**config.mk**
```make
export PLATFORM = sky130hd
export DESIGN_NAME = button_debouncer_flat
export DESIGN_NICKNAME = d
export VERILOG_FILES = /design/src/rtl/button_debouncer_if.sv /design/src/rtl/button_debouncer.sv /design/src/flat_wrapper.sv
export SDC_FILE = /design/constraint.sdc
export NUM_CORES = 1
export LEC_CHECK = 0
export CAP_MARGIN = 10
export CORE_ASPECT_RATIO = 1.1
export CORE_MARGIN = 5
export CORE_UTILIZATION = 50
export DETAILED_ROUTE_END_ITERATION = 6
export PLACE_DENSITY = 0.72
export SLEW_MARGIN = 25
export SYNTH_ARGS = -nofsm -noshare
export SYNTH_HDL_FRONTEND = slang
export SYNTH_SLANG_ARGS = --single-unit
export TNS_END_PERCENT = 50
```
**constraint.sdc**
```tcl
create_clock -name i_clock -period 2.81 [get_ports i_clock]
set_input_delay 0.562 -clock i_clock [delete_from_list [all_inputs] [get_ports i_clock]]
set_output_delay 0.562 -clock i_clock [all_outputs]
set_load 0.1 [all_outputs]
```
**src/rtl/button_debouncer_if.sv**
```systemverilog
`default_nettype none
// ============================================================================
// Module      : button_debouncer_if
// Description : Signal bundle between the raw board inputs and the ALU-side
//               consumer of the debouncer.
//               i_boton_raw   - raw asynchronous push-buttons (1 = pressed)
//               i_swiches_raw - raw asynchronous slide switches
//               o_swiches     - synchronised switch value
//               o_boton_pulse - one-cycle strobe per accepted press
//               o_boton_level - debounced button level
//               master: board / stimulus side; slave: the debouncer.
// Revision    : 1.0 - initial release
// ============================================================================
interface button_debouncer_if #(
    parameter int BUS_SIZE  = 8,
    parameter int N_BUTTONS = 3
);
    logic [N_BUTTONS-1:0] i_boton_raw;
    logic [BUS_SIZE-1:0]  i_swiches_raw;
    logic [BUS_SIZE-1:0]  o_swiches;
    logic [N_BUTTONS-1:0] o_boton_pulse;
    logic [N_BUTTONS-1:0] o_boton_level;

    modport master (
        output i_boton_raw,
        output i_swiches_raw,
        input  o_swiches,
        input  o_boton_pulse,
        input  o_boton_level
    );

    modport slave (
        input  i_boton_raw,
        input  i_swiches_raw,
        output o_swiches,
        output o_boton_pulse,
        output o_boton_level
    );
endinterface
`default_nettype wire

```
**src/rtl/button_debouncer.sv**
```systemverilog
`default_nettype none
// ============================================================================
// Module      : button_debouncer
// Description : Input conditioning ahead of the ALU operand/opcode registers.
//               Two-stage synchronises every button and switch bit, debounces
//               each button independently and emits a single-cycle strobe on
//               every accepted (debounced) press.
// Ports       : i_clock - system clock, rising edge
//               i_reset - asynchronous active-high reset
//               bus     - button_debouncer_if.slave (raw inputs in,
//                         synchronised switches / pulses / levels out)
// Revision    : 1.0 - initial release
// ============================================================================
module button_debouncer #(
    parameter int BUS_SIZE        = 8,
    parameter int N_BUTTONS       = 3,
    parameter int DEBOUNCE_CYCLES = 500000
) (
    input  wire logic           i_clock,
    input  wire logic           i_reset,
    button_debouncer_if.slave   bus
);

    localparam int C_CNT_W = $clog2(DEBOUNCE_CYCLES + 1);
    localparam logic [C_CNT_W-1:0] C_CNT_ZERO = '0;
    localparam logic [C_CNT_W-1:0] C_CNT_ONE  = C_CNT_W'(1);
    localparam logic [C_CNT_W-1:0] C_CNT_LAST = C_CNT_W'(DEBOUNCE_CYCLES - 1);

    typedef enum logic [1:0] {
        IDLE_LOW = 2'd0,
        DEB_RISE = 2'd1,
        HIGH     = 2'd2,
        DEB_FALL = 2'd3
    } state_t;

    // ------------------------------------------------------------------
    // Two-flop synchronisers
    // ------------------------------------------------------------------
    logic [N_BUTTONS-1:0] btn_meta_q;
    logic [N_BUTTONS-1:0] btn_sync_q;
    logic [BUS_SIZE-1:0]  sw_meta_q;
    logic [BUS_SIZE-1:0]  sw_sync_q;

    always_ff @(posedge i_clock or posedge i_reset) begin
        if (i_reset) begin
            btn_meta_q <= '0;
            btn_sync_q <= '0;
            sw_meta_q  <= '0;
            sw_sync_q  <= '0;
        end else begin
            btn_meta_q <= bus.i_boton_raw;
            btn_sync_q <= btn_meta_q;
            sw_meta_q  <= bus.i_swiches_raw;
            sw_sync_q  <= sw_meta_q;
        end
    end

    assign bus.o_swiches = sw_sync_q;

    // ------------------------------------------------------------------
    // Per-button debounce FSMs
    // ------------------------------------------------------------------
    logic [N_BUTTONS-1:0] w_pulse;
    logic [N_BUTTONS-1:0] w_level;

    for (genvar gi = 0; gi < N_BUTTONS; gi++) begin : g_button
        state_t             state_q;
        state_t             state_d;
        logic [C_CNT_W-1:0] cnt_q;
        logic [C_CNT_W-1:0] cnt_d;
        logic               pulse_q;
        logic               pulse_d;
        logic               level_q;
        logic               w_s;

        assign w_s = btn_sync_q[gi];

        always_ff @(posedge i_clock or posedge i_reset) begin
            if (i_reset) begin
                state_q <= IDLE_LOW;
                cnt_q   <= C_CNT_ZERO;
                pulse_q <= 1'b0;
                level_q <= 1'b0;
            end else begin
                state_q <= state_d;
                cnt_q   <= cnt_d;
                pulse_q <= pulse_d;
                // Level is registered from the next state so it changes on
                // the same edge the FSM enters/leaves the high side.
                level_q <= (state_d == HIGH) || (state_d == DEB_FALL);
            end
        end

        // cnt holds how many consecutive samples have agreed with the new
        // level so far; it is compared against DEBOUNCE_CYCLES-1 because the
        // first agreeing sample is the one that leaves the idle state.
        always_comb begin
            state_d = state_q;
            cnt_d   = cnt_q;
            pulse_d = 1'b0;
            case (state_q)
                IDLE_LOW: begin
                    if (w_s) begin
                        if (DEBOUNCE_CYCLES == 1) begin
                            state_d = HIGH;
                            cnt_d   = C_CNT_ZERO;
                            pulse_d = 1'b1;
                        end else begin
                            state_d = DEB_RISE;
                            cnt_d   = C_CNT_ONE;
                        end
                    end
                end
                DEB_RISE: begin
                    if (!w_s) begin
                        state_d = IDLE_LOW;
                        cnt_d   = C_CNT_ZERO;
                    end else if (cnt_q == C_CNT_LAST) begin
                        state_d = HIGH;
                        cnt_d   = C_CNT_ZERO;
                        pulse_d = 1'b1;
                    end else begin
                        cnt_d = cnt_q + C_CNT_ONE;
                    end
                end
                HIGH: begin
                    if (!w_s) begin
                        if (DEBOUNCE_CYCLES == 1) begin
                            state_d = IDLE_LOW;
                            cnt_d   = C_CNT_ZERO;
                        end else begin
                            state_d = DEB_FALL;
                            cnt_d   = C_CNT_ONE;
                        end
                    end
                end
                DEB_FALL: begin
                    if (w_s) begin
                        state_d = HIGH;
                        cnt_d   = C_CNT_ZERO;
                    end else if (cnt_q == C_CNT_LAST) begin
                        state_d = IDLE_LOW;
                        cnt_d   = C_CNT_ZERO;
                    end else begin
                        cnt_d = cnt_q + C_CNT_ONE;
                    end
                end
                default: begin
                    state_d = IDLE_LOW;
                    cnt_d   = C_CNT_ZERO;
                end
            endcase
        end

        assign w_pulse[gi] = pulse_q;
        assign w_level[gi] = level_q;
    end

    assign bus.o_boton_pulse = w_pulse;
    assign bus.o_boton_level = w_level;

endmodule
`default_nettype wire

```
**src/flat_wrapper.sv**
```systemverilog
// flat-port wrapper written by rule: the top's interface ports become plain ports
module button_debouncer_flat 
#(
    parameter int BUS_SIZE        = 8,
    parameter int N_BUTTONS       = 3,
    parameter int DEBOUNCE_CYCLES = 500000
)
  (i_clock, i_reset, bus_i_boton_raw, bus_i_swiches_raw, bus_o_swiches, bus_o_boton_pulse, bus_o_boton_level);
  button_debouncer_if #(.BUS_SIZE(BUS_SIZE), .N_BUTTONS(N_BUTTONS)) bus_i ();
  input  wire logic i_clock;
  input  wire logic i_reset;
  input wire logic [$bits(bus_i.i_boton_raw)-1:0] bus_i_boton_raw;
  input wire logic [$bits(bus_i.i_swiches_raw)-1:0] bus_i_swiches_raw;
  output wire logic [$bits(bus_i.o_swiches)-1:0] bus_o_swiches;
  output wire logic [$bits(bus_i.o_boton_pulse)-1:0] bus_o_boton_pulse;
  output wire logic [$bits(bus_i.o_boton_level)-1:0] bus_o_boton_level;
  assign bus_i.i_boton_raw = bus_i_boton_raw;
  assign bus_i.i_swiches_raw = bus_i_swiches_raw;
  assign bus_o_swiches = bus_i.o_swiches;
  assign bus_o_boton_pulse = bus_i.o_boton_pulse;
  assign bus_o_boton_level = bus_i.o_boton_level;
  button_debouncer #(.BUS_SIZE(BUS_SIZE), .N_BUTTONS(N_BUTTONS), .DEBOUNCE_CYCLES(DEBOUNCE_CYCLES)) u_core (.i_clock(i_clock), .i_reset(i_reset), .bus(bus_i));
endmodule
```
# == Yosys cells after proc, flatten, opt, wreduce, memory -nomap -nowiden ==
# Cells that the tools add are included.
# word_totals
reg_bits,91
elab_cells,100
output_inout_bits,14
inputBits,13
# classes
n_mux,48
add_sub_neg,3
reduce_logical,9
n_eq_ne,24
# ops
operator,count
2-to-1 mux 19 bit,15
one-hot mux 19 bit (4 select lines),3
"adder 19 x 1 -> 19 bit, second input constant",3
"equality test 19 bit, second input constant",3
2-to-1 mux 2 bit,18
"equality test 2 bit, second input constant",12
one-hot mux 2 bit (4 select lines),3
2-to-1 mux 1 bit,9
"equality test 2 x 1 -> 1 bit, second input constant",3
logical NOT 2 bit,3
"!= test 2 x 1 -> 1 bit, second input constant",3
"!= test 2 bit, second input constant",3
AND reduction 2 bit,3
logical OR 1 bit,3

# == Depth between registers and ports, before layout ==
# depth
ltp_word,6
mapped_depth,8
mapped_depth_nobuf,6

# == Least setup slack after synthesis ==
# Ideal clock, no wire load.
# synth_timing
path_kind,reg-to-reg
from,reg u_core.g_button[2].cnt_q[0]
to,reg u_core.g_button[2].cnt_q[12]
n_path_buf,2
arrival_time_ns,1.809
synth_period_minus_slack_ns,1.891
stages_incl_launch_ff,9
setup_time_ns,0.082
setup_slack_ns,0.919
cell_sequence,dfrtp_1 > ha_1 > and3_1 > clkbuf_2 > and3_2 > a21oi_2 > buf_4 > nand2_1 > a31oi_1
# synth_between
elab_chain_len,4
# synth_rtl
element,line_no,rtl
from (decl),button_debouncer.sv:69,logic [C_CNT_W-1:0] cnt_q;
from (signal assigned),button_debouncer.sv:86,cnt_q <= cnt_d;
adder 19 x 1 -> 19 bit / equality test 19 bit (equally long branches),-,
2-to-1 mux 19 bit (*),"button_debouncer.sv:118, button_debouncer.sv:141",
2-to-1 mux 19 bit (on tied branches),"button_debouncer.sv:138, button_debouncer.sv:115",
one-hot mux 19 bit (4 select lines) (*),button_debouncer.sv:101,case (state_q)
# Every way passes the cells marked *; elsewhere a longest branch is shown, timed or not.
# A chain may end at the register's enable or synchronous reset.

# == Worst setup path after layout ==
# layout_timing
from,reg u_core.g_button[2].cnt_q[0]
to,reg u_core.g_button[2].cnt_q[10]
# Same word-level chain as after synthesis.

==> impl_results.md <==
* CTS Sinks at between 90 and 100
* RR Startpoint: u_core.g_button[2].cnt_q[0]$_DFFE_PP0P_
* Yosys reg bits at 91
* HP Start: u_core.sw_meta_q[3]$_DFF_PP0_
* Max Freq at roughly 440 MHz
* Placed inst area at around 4500 um2
* Postcts setup bufs at 0
* 1st-iter DRT viols at 149
* Root Driver: clkbuf_8
* Vias in the first global route at around 2,900
* Hold Crit Depth at 0
* Hold Crit Class: reg -> reg
* Fillers at approximately 710
* Chip Height at about 110 um
* Pwr dens at approximately 520 nW/um2
* Worst-path clk slew at 100 ps
* Top FF cell, synth: dfrtp_1
* CP Launch Type: flip-flop
* Max Clock Skew at roughly 14 ps
* Leakage at 0.00206 uW
* Area leader, netlist: dfrtp_1
* CTS tree: built
* Total number of vias at around 3,000
* Fin crit period at between 2000 and 2500 ps
* CP required at between 3000 and 4000 ps
* Hold Slack at around 350 ps
* Final cell count without fillers at 540
* First drt pass iteration count at 4
* Setup Viol. Count Final at 0
* Final worst path period share at 0.807
* Multi-input gate area at between 1500 and 2000 um2
* Outcome: finished clean
* Fin. Hold Viols at 0
* Cells after synthesis at a little under 400
* Setup TNS at 0 ps
* DR vias/cell at 5.62
* Clock Path Buffers at 2
* Largest net degree at the start of global routing at 34
* Sequential Area at 2280 um2
* CP endpoint kind: flip-flop
* Worst Max-Slew Pin Slew at approximately 740 ps
* Fin area at between 4000 and 5000 um2
* Number of synthesized flops with an enable pin at 0
* CTS resizes at 0
* Critical path peak fanout at 19
* Synth top area share at 0.540
* Dpl hpwl at between 5000 and 6000 um
* Hold Path End: u_core.bus.o_swiches[3]$_DFF_PP0_
* DRC viols at 0
* Max Slew Vio Count at 0
* DIE AREA at between 10,000 and 15,000 um2
* Mapped Avg Cell Area at roughly 11 um2
* H-tree levels at 3
* Gr usage total at 0.162
* Reg2Reg Depth at 6
* Global-route wire length before repair at roughly 14,000 um
* Reg-to-Reg End: u_core.g_button[2].cnt_q[10]$_DFFE_PP0P_
* RSZ-0062 raised after global routing: false
* Post-synth cell types at 52
* Die X at 97.5 um
* Core Util, Final at 0.569
* MaxCap Viol Count at 0
* Hold buffers post-CTS at 0
* Drt total wl at ~7900 um
* Commonest non-fill, non-tap cell in the layout: dfrtp_1
* Syn nets at around 400
* Core Region at around 8300 um2
* Starting Density at 0.506
* Antenna-violating nets left at 0
* IR drop worst, VDD at about 250 uV
* RD Place Congestion at 0.826
* Top cells by area, synth: dfrtp_1, nand2_1, xor2_1
* Synth warnings at 0
* Rows at 35
* Drt wl/cell at 14.7 um
* Dpl cells at around 520
* FFs w/ async S/R, synth at 1.00
* Worst reg-to-reg setup slack at about 540 ps
* GR Overflow Total at 0
* Mapped Area at approximately 4200 um2
* Initial antenna violation count at 0
* Most frequent cells in the layout: dfrtp_1, nand2_1, nor2_1
* CTS buffer count at 9
* Clock Latency Late Sink at about 370 ps
* Post-synthesis sequential area ratio at 0.540
* CP arrival at between 2000 and 3000 ps
* Area grow syn2layout at 12.4%
* Port buffer count at 26
* Crit path kind: reg -> reg
* Layout cells sized above 1 at 0.135
* Num ports at 27
* Diodes inserted at 0
* # nets final at 440
* Worst slew margin at 0.508
-- worst max-delay path, stage by stage, from the launching register on --
cell and delay (ps):
dfrtp_1 450, ha_1 250, and3_1 260, and3_2 250
a21oi_2 580, o21ai_0 200, a31oi_1 200
-- cell type report --
cell class              instances  area share
flip-flops and latches         91       0.481
multi-input cells             283       0.384
repair buffers                 31      0.0581
well taps                     111      0.0293
clock buffers                  10      0.0290
clock inverters                 6      0.0119
inverters                       8     0.00713
-- worst max-delay path by stage --
stage | slack [ps] | to | cells past startpoint | from
finish | 540 | u_core.g_button[2].cnt_q[10]$_DFFE_PP0P_ | 6 | u_core.g_button[2].cnt_q[0]$_DFFE_PP0P_
global route | 320 | u_core.g_button[2].cnt_q[10]$_DFFE_PP0P_ | 6 | u_core.g_button[2].cnt_q[0]$_DFFE_PP0P_
CTS | 560 | u_core.g_button[2].cnt_q[16]$_DFFE_PP0P_ | 6 | u_core.g_button[2].cnt_q[0]$_DFFE_PP0P_
detailed placement | 600 | u_core.g_button[0].cnt_q[6]$_DFFE_PP0P_ | 6 | u_core.g_button[0].cnt_q[0]$_DFFE_PP0P_
global placement | 660 | u_core.g_button[2].cnt_q[5]$_DFFE_PP0P_ | 6 | u_core.g_button[2].cnt_q[0]$_DFFE_PP0P_
floorplan | 920 | u_core.g_button[2].cnt_q[12]$_DFFE_PP0P_ | 8 | u_core.g_button[2].cnt_q[0]$_DFFE_PP0P_
-- report_power, final --
| group | switching, uW | internal, uW |
|---|---|---|
| registers | 36.8 | 1350 |
| clock network | 509 | 364 |
| logic | 133 | 63.3 |
-- metrics by stage --
| step | setup WS [ps] | power, uW |
|---|---|---|
| floorplan | 919 | 1540 |
| global placement | 662 | 1600 |
| detailed placement | 601 | 1610 |
| CTS | 557 | 2470 |
| global route | 322 | 2560 |
| finish | 543 | 2450 |
-- layer usage --
metal | vias to the layer above | part of all wire | track usage | wire [um]
met1 | 1481 | 0.47 | 0.220 | 3740
met4 | 0 | 0.012 | 0.0504 | 93
met5 | - | 0 | 0 | 0
met2 | 55 | 0.48 | 0.257 | 3790
li1 | 1487 | - | - | -
met3 | 11 | 0.038 | 0.0420 | 298
-- registers in the layout (all words and copies together), names as in the netlist --
name and count:
u_core.btn_meta_q 3, u_core.btn_sync_q 3, u_core.sw_meta_q 8, u_core.g_button.state_q 6, u_core.g_button.cnt_q 57, u_core.bus.o_swiches 8
u_core.g_button.pulse_q 3, u_core.g_button.level_q 3
-- kinds of logic after synthesis --
group | share of synthesized area
and+or+nand+nor | 0.216
DFF | 0.540
AOI/OAI and AO/OA | 0.127
xor gates and xnor gates | 0.0520
buffers and inverters | 0.0297
muxes | 0.0255
adders and majority gates | 0.00891
-- synth_stat cells, types with 3 or more instances --
master / number
inv_1: 8
nand2_1: 45
clkbuf_1: 3
nand4_1: 8
nor4b_1: 6
a22o_1: 7
nor3_1: 8
buf_4: 9
a31oi_1: 19
or2_2: 3
dfrtp_1: 91
nor3b_1: 5
a21oi_1: 15
mux2i_1: 4
nor4_1: 4
ha_1: 3
nor2_1: 31
and3_1: 9
o21ai_0: 18
nand3_1: 24
mux2_2: 6
xor2_1: 14
and2_1: 3
and4_1: 6
xnor2_1: 11
a21o_1: 5
(Power assumes the default switching activity.)
